### src/rtl/hazard_scoreboard.sv
// hazard_scoreboard: scoreboard of in-flight destinations that stalls ID on RAW hazards,
// inserts bubbles, honours flush/freeze and counts stall cycles.
module hazard_scoreboard #(
  parameter int REG_AW = 4,
  parameter int DEPTH  = 2,
  parameter int CNT_W  = 16
) (
  input  logic              clk,
  input  logic              rst,
  input  logic              id_valid,
  input  logic [REG_AW-1:0] id_rn,
  input  logic [REG_AW-1:0] id_rm,
  input  logic              id_two_src,
  input  logic              id_wb_en,
  input  logic [REG_AW-1:0] id_dest,
  input  logic              id_mem_read,
  input  logic              fwd_en,
  input  logic              flush,
  input  logic              mem_freeze,
  output logic              hazard,
  output logic [DEPTH-1:0]  hazard_stage,
  output logic [CNT_W-1:0]  stall_cnt
);
  logic [DEPTH-1:0]  v, wb, mrd;
  logic [REG_AW-1:0] dest [DEPTH];
  logic              load;
  for (genvar k = 0; k < DEPTH; k++) begin : g_match
    logic m;
    assign m = v[k] & wb[k] & ((dest[k] == id_rn) | (id_two_src & (dest[k] == id_rm)));
    // with forwarding only a load sitting in EXE cannot be bypassed
    assign hazard_stage[k] = (fwd_en ? (m & mrd[k] & (k == 0)) : m) & id_valid & ~flush;
  end
  assign hazard = |hazard_stage;
  assign load   = id_valid & ~flush & ~hazard;
  always_ff @(posedge clk) begin
    if (rst) begin
      v         <= '0;
      wb        <= '0;
      mrd       <= '0;
      stall_cnt <= '0;
      for (int k = 0; k < DEPTH; k++) dest[k] <= '0;
    end else begin
      if (!mem_freeze) begin
        v[0]    <= load;
        wb[0]   <= load & id_wb_en;
        mrd[0]  <= load & id_mem_read;
        dest[0] <= id_dest;
        for (int k = 1; k < DEPTH; k++) begin
          v[k]    <= v[k-1];
          wb[k]   <= wb[k-1];
          mrd[k]  <= mrd[k-1];
          dest[k] <= dest[k-1];
        end
      end
      if (hazard & ~mem_freeze & ~&stall_cnt) stall_cnt <= stall_cnt + CNT_W'(1);
    end
  end
endmodule

### config.mk
export PLATFORM = sky130hd
export DESIGN_NAME = hazard_scoreboard
export DESIGN_NICKNAME = d
export VERILOG_FILES = /design/src/rtl/hazard_scoreboard.sv
export SDC_FILE = /design/constraint.sdc
export NUM_CORES = 1
export LEC_CHECK = 0
export ABC_AREA = 1
export BUFFER_PORTS_ARGS = -buffer_cell sky130_fd_sc_hd__buf_2
export CAP_MARGIN = 10
export CORE_MARGIN = 5
export CORE_UTILIZATION = 50
export CTS_BUF_LIST = sky130_fd_sc_hd__clkbuf_4 sky130_fd_sc_hd__clkbuf_8
export DETAILED_ROUTE_END_ITERATION = 8
export HOLD_SLACK_MARGIN = 0.02
export PLACE_DENSITY = 0.84
export SLEW_MARGIN = 40
export SYNTH_ARGS = -nofsm -noshare
export SYNTH_HDL_FRONTEND = slang
export SYNTH_SLANG_ARGS = --single-unit
### constraint.sdc
create_clock -name clk -period 1.4 [get_ports clk]
set_input_delay 0.21 -clock clk [delete_from_list [all_inputs] [get_ports clk]]
set_output_delay 0.21 -clock clk [all_outputs]
set_load 0.1 [all_outputs]
==> flow_summary.toml, run 1 <==
[run_status]
status = "complete, but fails checks"
failed_checks = "negative setup slack"

[yosys]
yosysSeqAreaShare_pct = 37.4
netlist_instances = 253
synth_nets = 275
avgSynthCellArea_um2 = 6.99
synth_seq_cells = 29
ys_warn_count = 0
ys_types = 24
synth.cell_area_um2 = 1770

[clock_tree]
postCtsHoldBufs = 0
htree_levels = 2
insertion_delay_ns = 0.33
cts_tree = "yes"
cts.clk_slew.worst_paths_ns = 0.09
cts_buffers = 5
clk_path_buf_depth = 2
clock_sinks = 29
cts_root_buffer = "clkbuf_4"

[power_and_ir_drop]
ir_worst_vdd_v = 0.000378
p_leak_nw = 1.09
power_density_nw_per_um2 = 600

[placed_design]
io_buffers = 39
gp_congestion = 0.880
place_area_um2 = 2390
dp.final_hpwl_um = 3600

[floorplan]
io_pins = 40
core-area_um2 = 3390
die_x_um = 69.5
rows = 21
start_util_pct = 52.2
dieArea_um2 = 4830
die_h_um = 69.5

[routing]
viasPerCell = 5.36
drt-wirelength-per-cell_um = 14.6
drc = 0
vias = 1973
dr.pass1.iters = 4
first_iter_violations = 117
finalWirelength_um = 5390
drtAntennaViolNets = 0

[global_route]
grt_overflow_total = 0
grt_max_degree = 19
grt_usage_pct = 21.8
grt_pass1_vias = 1999
grt_pass1_wl_um = 8580
grt_antenna_before_repair = 0

[flow_run]
max-cap-violations = 0

[critical_path]
worstSetupEndpoint = "hazard_stage[0]"
worstRegToRegCells = 11
cp_max_fo = 3
crit_type = "reg2out"
required_ns = 1.19
timing.rr.end = "stall_cnt[4]$_SDFFE_PP0P_"
setup.worst_path.end_class = "primary output"
r2r_slack_ns = -0.39
critPathLaunchType = "register"
worstReg2RegStart = "dest[0][6]$_SDFFCE_PN0P_"
crit_start = "dest[0][1]$_SDFFCE_PN0P_"
crit_arrival_ns = 1.69

[timing]
layout_min_cycle_time_ns = 1.90
tightest_slew_ns = 0.498
hold_viol = 0
finClkSkew_ns = 0.00782
worst_slack_ns = -0.500
fmax_mhz = 526
period_share_pct = 136
hold_ws_ns = 0.116
drv_slew = 0
setup_viol_count_final = 22
max_slew_margin_pct = 67.0
rsz0062_at_grt = "true"

[final_layout]
area_growth_pct = 44.7
drive_gt1_share_pct = 35.7
final_util_pct = 75.5
num_antenna_cells = 0
nets = 343
fillerInstances = 232
stdcell_area_um2 = 2560

[hold_path]
hp-class = "in2reg"
-- stage by stage --
stage / TNS [ns] / instances / setup slack [ns] / total power (W)
floorplan: -2.55 / 253 / -0.198 / 0.000984
global placement: -1.71 / 355 / -0.114 / 0.00105
detailed placement: -2.18 / 355 / -0.146 / 0.00106
CTS: -6.83 / 366 / -0.460 / 0.00153
global route: -10.11 / 368 / -0.588 / 0.00160
finish: -7.65 / 368 / -0.500 / 0.00153
-- synthesized netlist by cell type --
master / n / share of area (%)
nand2_1: 71 / 15
nor2_1: 34 / 7.2
inv_1: 28 / 5.9
dfxtp_1: 21 / 24
a21oi_1: 17 / 4.8
nand4_1: 17 / 6.0
nand3_1: 12 / 3.4
xor2_1: 12 / 5.9
edfxtp_1: 8 / 14
o21ai_0: 7 / 2.0
xnor2_1: 7 / 3.5
clkbuf_1: 4 / 0.85
inv_2: 3 / 0.64
clkinv_1: 2 / 0.42
buf_6: 1 / 0.64
buf_8: 1 / 0.85
ha_1: 1 / 0.71
nand2_2: 1 / 0.35
nand2_4: 1 / 0.64
nand3_4: 1 / 0.99
nand4_4: 1 / 1.2
nor2_4: 1 / 0.64
nor3_1: 1 / 0.28
nor3_2: 1 / 0.57
-- state kept, by name, summed over array words and instances (netlist names) --
register / flops
wb: 2
stall_cnt: 16
v: 2
dest: 8
mrd: 1
-- where the power goes --
group	leakage (nW)	internal, W	switching [W]
Sequential	0.270	0.000852	0.0000181
Clock	0.0300	0.000181	0.000298
Combinational	0.792	0.0000730	0.000112
Total	1.09	0.00111	0.000429
-- how the worst min path moves through the flow --
stage | startpoint | to | slack (ns) | cells after the start
6_report | id_mem_read | mrd[0]$_SDFFE_PP0N_ | 0.12 | 3
5_1_grt | id_mem_read | mrd[0]$_SDFFE_PP0N_ | 0.12 | 3
4_1_cts | id_mem_read | mrd[0]$_SDFFE_PP0N_ | 0.11 | 3
3_5_place_dp | wb[1]$_SDFFE_PP0N_ | wb[1]$_SDFFE_PP0N_ | 0.45 | 2
3_3_place_gp | v[1]$_SDFFE_PP0N_ | v[1]$_SDFFE_PP0N_ | 0.44 | 2
2_1_floorplan | id_mem_read | mrd[0]$_SDFFE_PP0N_ | 0.35 | 2
-- metal layers --
layer | part of all wire [%] | vias to the layer above | routed length, um | GRT usage (%)
met5 | 0 | - | 0 | 0
met3 | 7.1 | 16 | 385 | 6.09
li1 | - | 957 | - | -
met1 | 38 | 918 | 2070 | 23.7
met4 | 2.6 | 0 | 142 | 8.46
met2 | 52 | 82 | 2790 | 39.6
-- timing repair --
| action | 4_1_cts | 5_1_grt |
|---|---|---|
| endpoints found under the setup margin | 24 | 22 |
| gates cloned | 1 | 0 |
| setup buffers | 2 | 2 |
| resized for setup | 10 | 13 |
| pin swaps | 9 | 13 |
-- cells by family (layout without fill, tap and decap cells) --
kind of cell             Yosys count  count (layout)  synth area share (%)
AO/OA/AOI/OAI                     24              24                  6.79
XOR/XNOR                          19              19                  9.41
adder cells (fa/ha/maj)            1               1                 0.708
buffers and inverters             39             107                  9.34
flip-flops                        29              29                  37.4
AND/OR/NAND/NOR                  141             142                  36.4
-- cell usage in the layout (no fill, tap or decap), drive strengths merged --
master,instances
nor2,35
ha,1
inv,29
o21ai,7
nand4,18
buf,66
clkinvlp,2
clkbuf,5
edfxtp,8
clkinv,5
xnor2,7
xor2,12
dfxtp,21
nand3,14
a21oi,17
nand2,73
nor3,2
-- final cells by class --
type / count / area [um^2] / area share, %
Multi-Input combinational cell: 186 / 1020 / 40.0
Tap cell: 46 / 57.6 / 2.25
Clock inverter: 3 / 12.5 / 0.489
Sequential cell: 29 / 721 / 28.2
Clock buffer: 5 / 37.5 / 1.47
Inverter: 33 / 131 / 5.13
Timing Repair Buffer: 66 / 576 / 22.5
-- worst max-delay path, cell delays in order (launching register included) --
cell and delay [ns]:
edfxtp_1 0.45, nand2_1 0.10, nand2_1 0.06, nor2_1 0.12
nand2_1 0.07, nand2_1 0.08, nand2_2 0.10, buf_6 0.14
clkinvlp_4 0.07, buf_12 0.16
Power figures use the tool's default switching activity.
==> run 2: changes to the inputs <==
--- a/config.mk
+++ b/config.mk
@@ -13,2 +13,3 @@
 export CTS_BUF_LIST = sky130_fd_sc_hd__clkbuf_4 sky130_fd_sc_hd__clkbuf_8
+export CTS_CLUSTER_SIZE = 20
 export DETAILED_ROUTE_END_ITERATION = 8
==> constraint.sdc (replaced) <==
create_clock -name clk -period 1.4 [get_ports clk]
set_input_delay 0.07 -clock clk [delete_from_list [all_inputs] [get_ports clk]]
set_output_delay 0.07 -clock clk [all_outputs]
set_load 0.1 [all_outputs]
==> run 2 against run 1 <==
  * The flow still finishes with violations (negative setup slack)
  * Clock power grew 57%
  * Final area shrank 2.2%
  * Utilization shrank 1.6 points
  * Non-clock buffer count shrank 2
  * Setup slack gained 0.13 ns
  * First-iteration DRC count grew 9.4%
  * Global-route usage shrank 0.16 points
  * Largest cell class unchanged
  * Largest power group unchanged
  * Highest routed layer unchanged
==> flow_summary.toml, run 2 (same netlist as run 1, synthesis figures left out) <==
[routing]
finalWirelength_um = 4970
dr.pass1.iters = 4
vias = 1883
highest_layer = "met4"
drt-wirelength-per-cell_um = 13.6
drtAntennaViolNets = 0
drc = 0
wl_met2_um = 2390
first_iter_violations = 128
routed-wl-met3_um = 314
wl_met1_um = 2120
viasPerCell = 5.14

[floorplan]
die_h_um = 69.5
dieArea_um2 = 4830
rows = 21
io_pins = 40
die_x_um = 69.5
core-area_um2 = 3390
start_util_pct = 52.2

[final_layout]
largest_register_ffs = 16
ff_latch_area_um2 = 721
area_growth_pct = 41.6
drive_gt1_share_pct = 35.9
top_register = "stall_cnt"
fillerInstances = 247
multi_input_area_um2 = 1040
num_antenna_cells = 0
top_regs = "stall_cnt (16), dest (8)"
nets = 341
final_cell_mix = "nand2_1, buf_2, nor2_1"
final_common_cell = "nand2_1"

[power_and_ir_drop]
switchingPower_w = 0.000435
p_sw_share_pct = 23.9
ir_worst_vdd_v = 0.000429
total_power_w = 0.00182
internal_power_w = 0.00138
p_seq_share_pct = 47.9
combPwrFrac_pct = 10.7
power_frac_clock_pct = 41.4
p_leak_nw = 1.08
power_density_nw_per_um2 = 725

[clock_tree]
cts_root_buffer = "clkbuf_4"
cts_buffers = 5
cts.clk_slew.worst_paths_ns = 0.11
clk_path_buf_depth = 2
cts_tree = "yes"
insertion_delay_ns = 0.35
clock_sinks = 29
htree_levels = 2

[critical_path]
setup.worst_path.end_class = "primary output"
r2r_slack_ns = -0.28
crit_type = "reg2out"
required_ns = 1.33
crit_arrival_ns = 1.70
critPathLaunchType = "register"
cp_max_fo = 4

[run_status]
failed_checks = "negative setup slack"
status = "complete, but fails checks"

[timing]
worst_slack_ns = -0.368
max_slew_margin_pct = 67.5
drv_slew = 0
tightest_slew_ns = 0.491
setup_viol_count_final = 22
finClkSkew_ns = 0.0186
period_share_pct = 126
layout_min_cycle_time_ns = 1.77
hold_viol = 0
rsz0062_at_grt = "true"
tns_ns = -5.60
fmax_mhz = 566

[global_route]
grt_overflow_total = 0
grt_usage_pct = 21.6
grt_max_degree = 17
grt_pass1_wl_um = 8450
grt_antenna_before_repair = 0
grt_pass1_vias = 1809

[hold_path]
hp-class = "in2reg"

[flow_run]
max-cap-violations = 0

[placed_design]
gp_congestion = 0.929
io_buffers = 39
place_ws_ns = -0.198
dp.final_hpwl_um = 3470
## run 2: routing by layer
layer,track usage [%],vias to the layer above
met4,7.81,0
met1,27.2,848
met2,35.4,67
li1,-,948
met3,5.80,20
met5,0,-
## run 2: path summary, 6_finish.rpt
kind                                  from                         to  cells past startpoint
hold / removal                  id_dest[3]   dest[0][3]$_SDFFCE_PN0P_                      3
setup reg to reg  dest[0][5]$_SDFFCE_PN0P_  stall_cnt[6]$_SDFFE_PP0P_                     11
setup / recovery  dest[0][5]$_SDFFCE_PN0P_                     hazard                      9
hold reg to reg          v[1]$_SDFFE_PP0N_          v[1]$_SDFFE_PP0N_                      2
## run 2: worst max-delay path, stage by stage, from the launching register on
cell	delay, ns
edfxtp_1	0.46
nand2_1	0.10
nand3_1	0.06
nor2_1	0.12
nand2_1	0.08
nand2_1	0.07
nand2_2	0.08
nand2_4	0.10
buf_6	0.11
buf_12	0.16
## run 2: repair_timing
item	CTS	global route
buffers inserted	3	1
setup endpoints to repair	22	22
resized for setup	23	10
pin swaps	18	10
hold buffers	4	0
endpoints found under the hold margin	4	0
cloned	1	0
## run 2: cell type report
class                   count  area share [%]
inverters                  33            5.25
flip-flops and latches     29            28.8
well taps                  46            2.30
multi-input cells         186            41.4
repair buffers             64            18.7
clock inverters             1            1.20
clock buffers               7            2.35
## run 2: stage by stage
| step | hold slack (ns) | util, % | cells | area, um^2 |
|---|---|---|---|---|
| finish | 0.0509 | 73.9 | 366 | 2500 |
| global route | 0.0505 | 73.9 | 366 | 2500 |
| CTS | 0.0282 | 72.7 | 365 | 2460 |
| detailed placement | 0.303 | 66.0 | 349 | 2240 |
| global placement | 0.296 | 66.0 | 349 | 2240 |
| floorplan | 0.209 | - | 253 | 1860 |
## run 2: power groups by stage
stage | combinational [W] | sequential, W | clock (W)
after detailed placement | 0.000172 | 0.000889 | 0
after floorplan | 0.0000973 | 0.000884 | 0
after CTS | 0.000192 | 0.000869 | 0.000762
after global routing | 0.000219 | 0.000872 | 0.000792
final | 0.000195 | 0.000869 | 0.000752
after global placement | 0.000169 | 0.000886 | 0
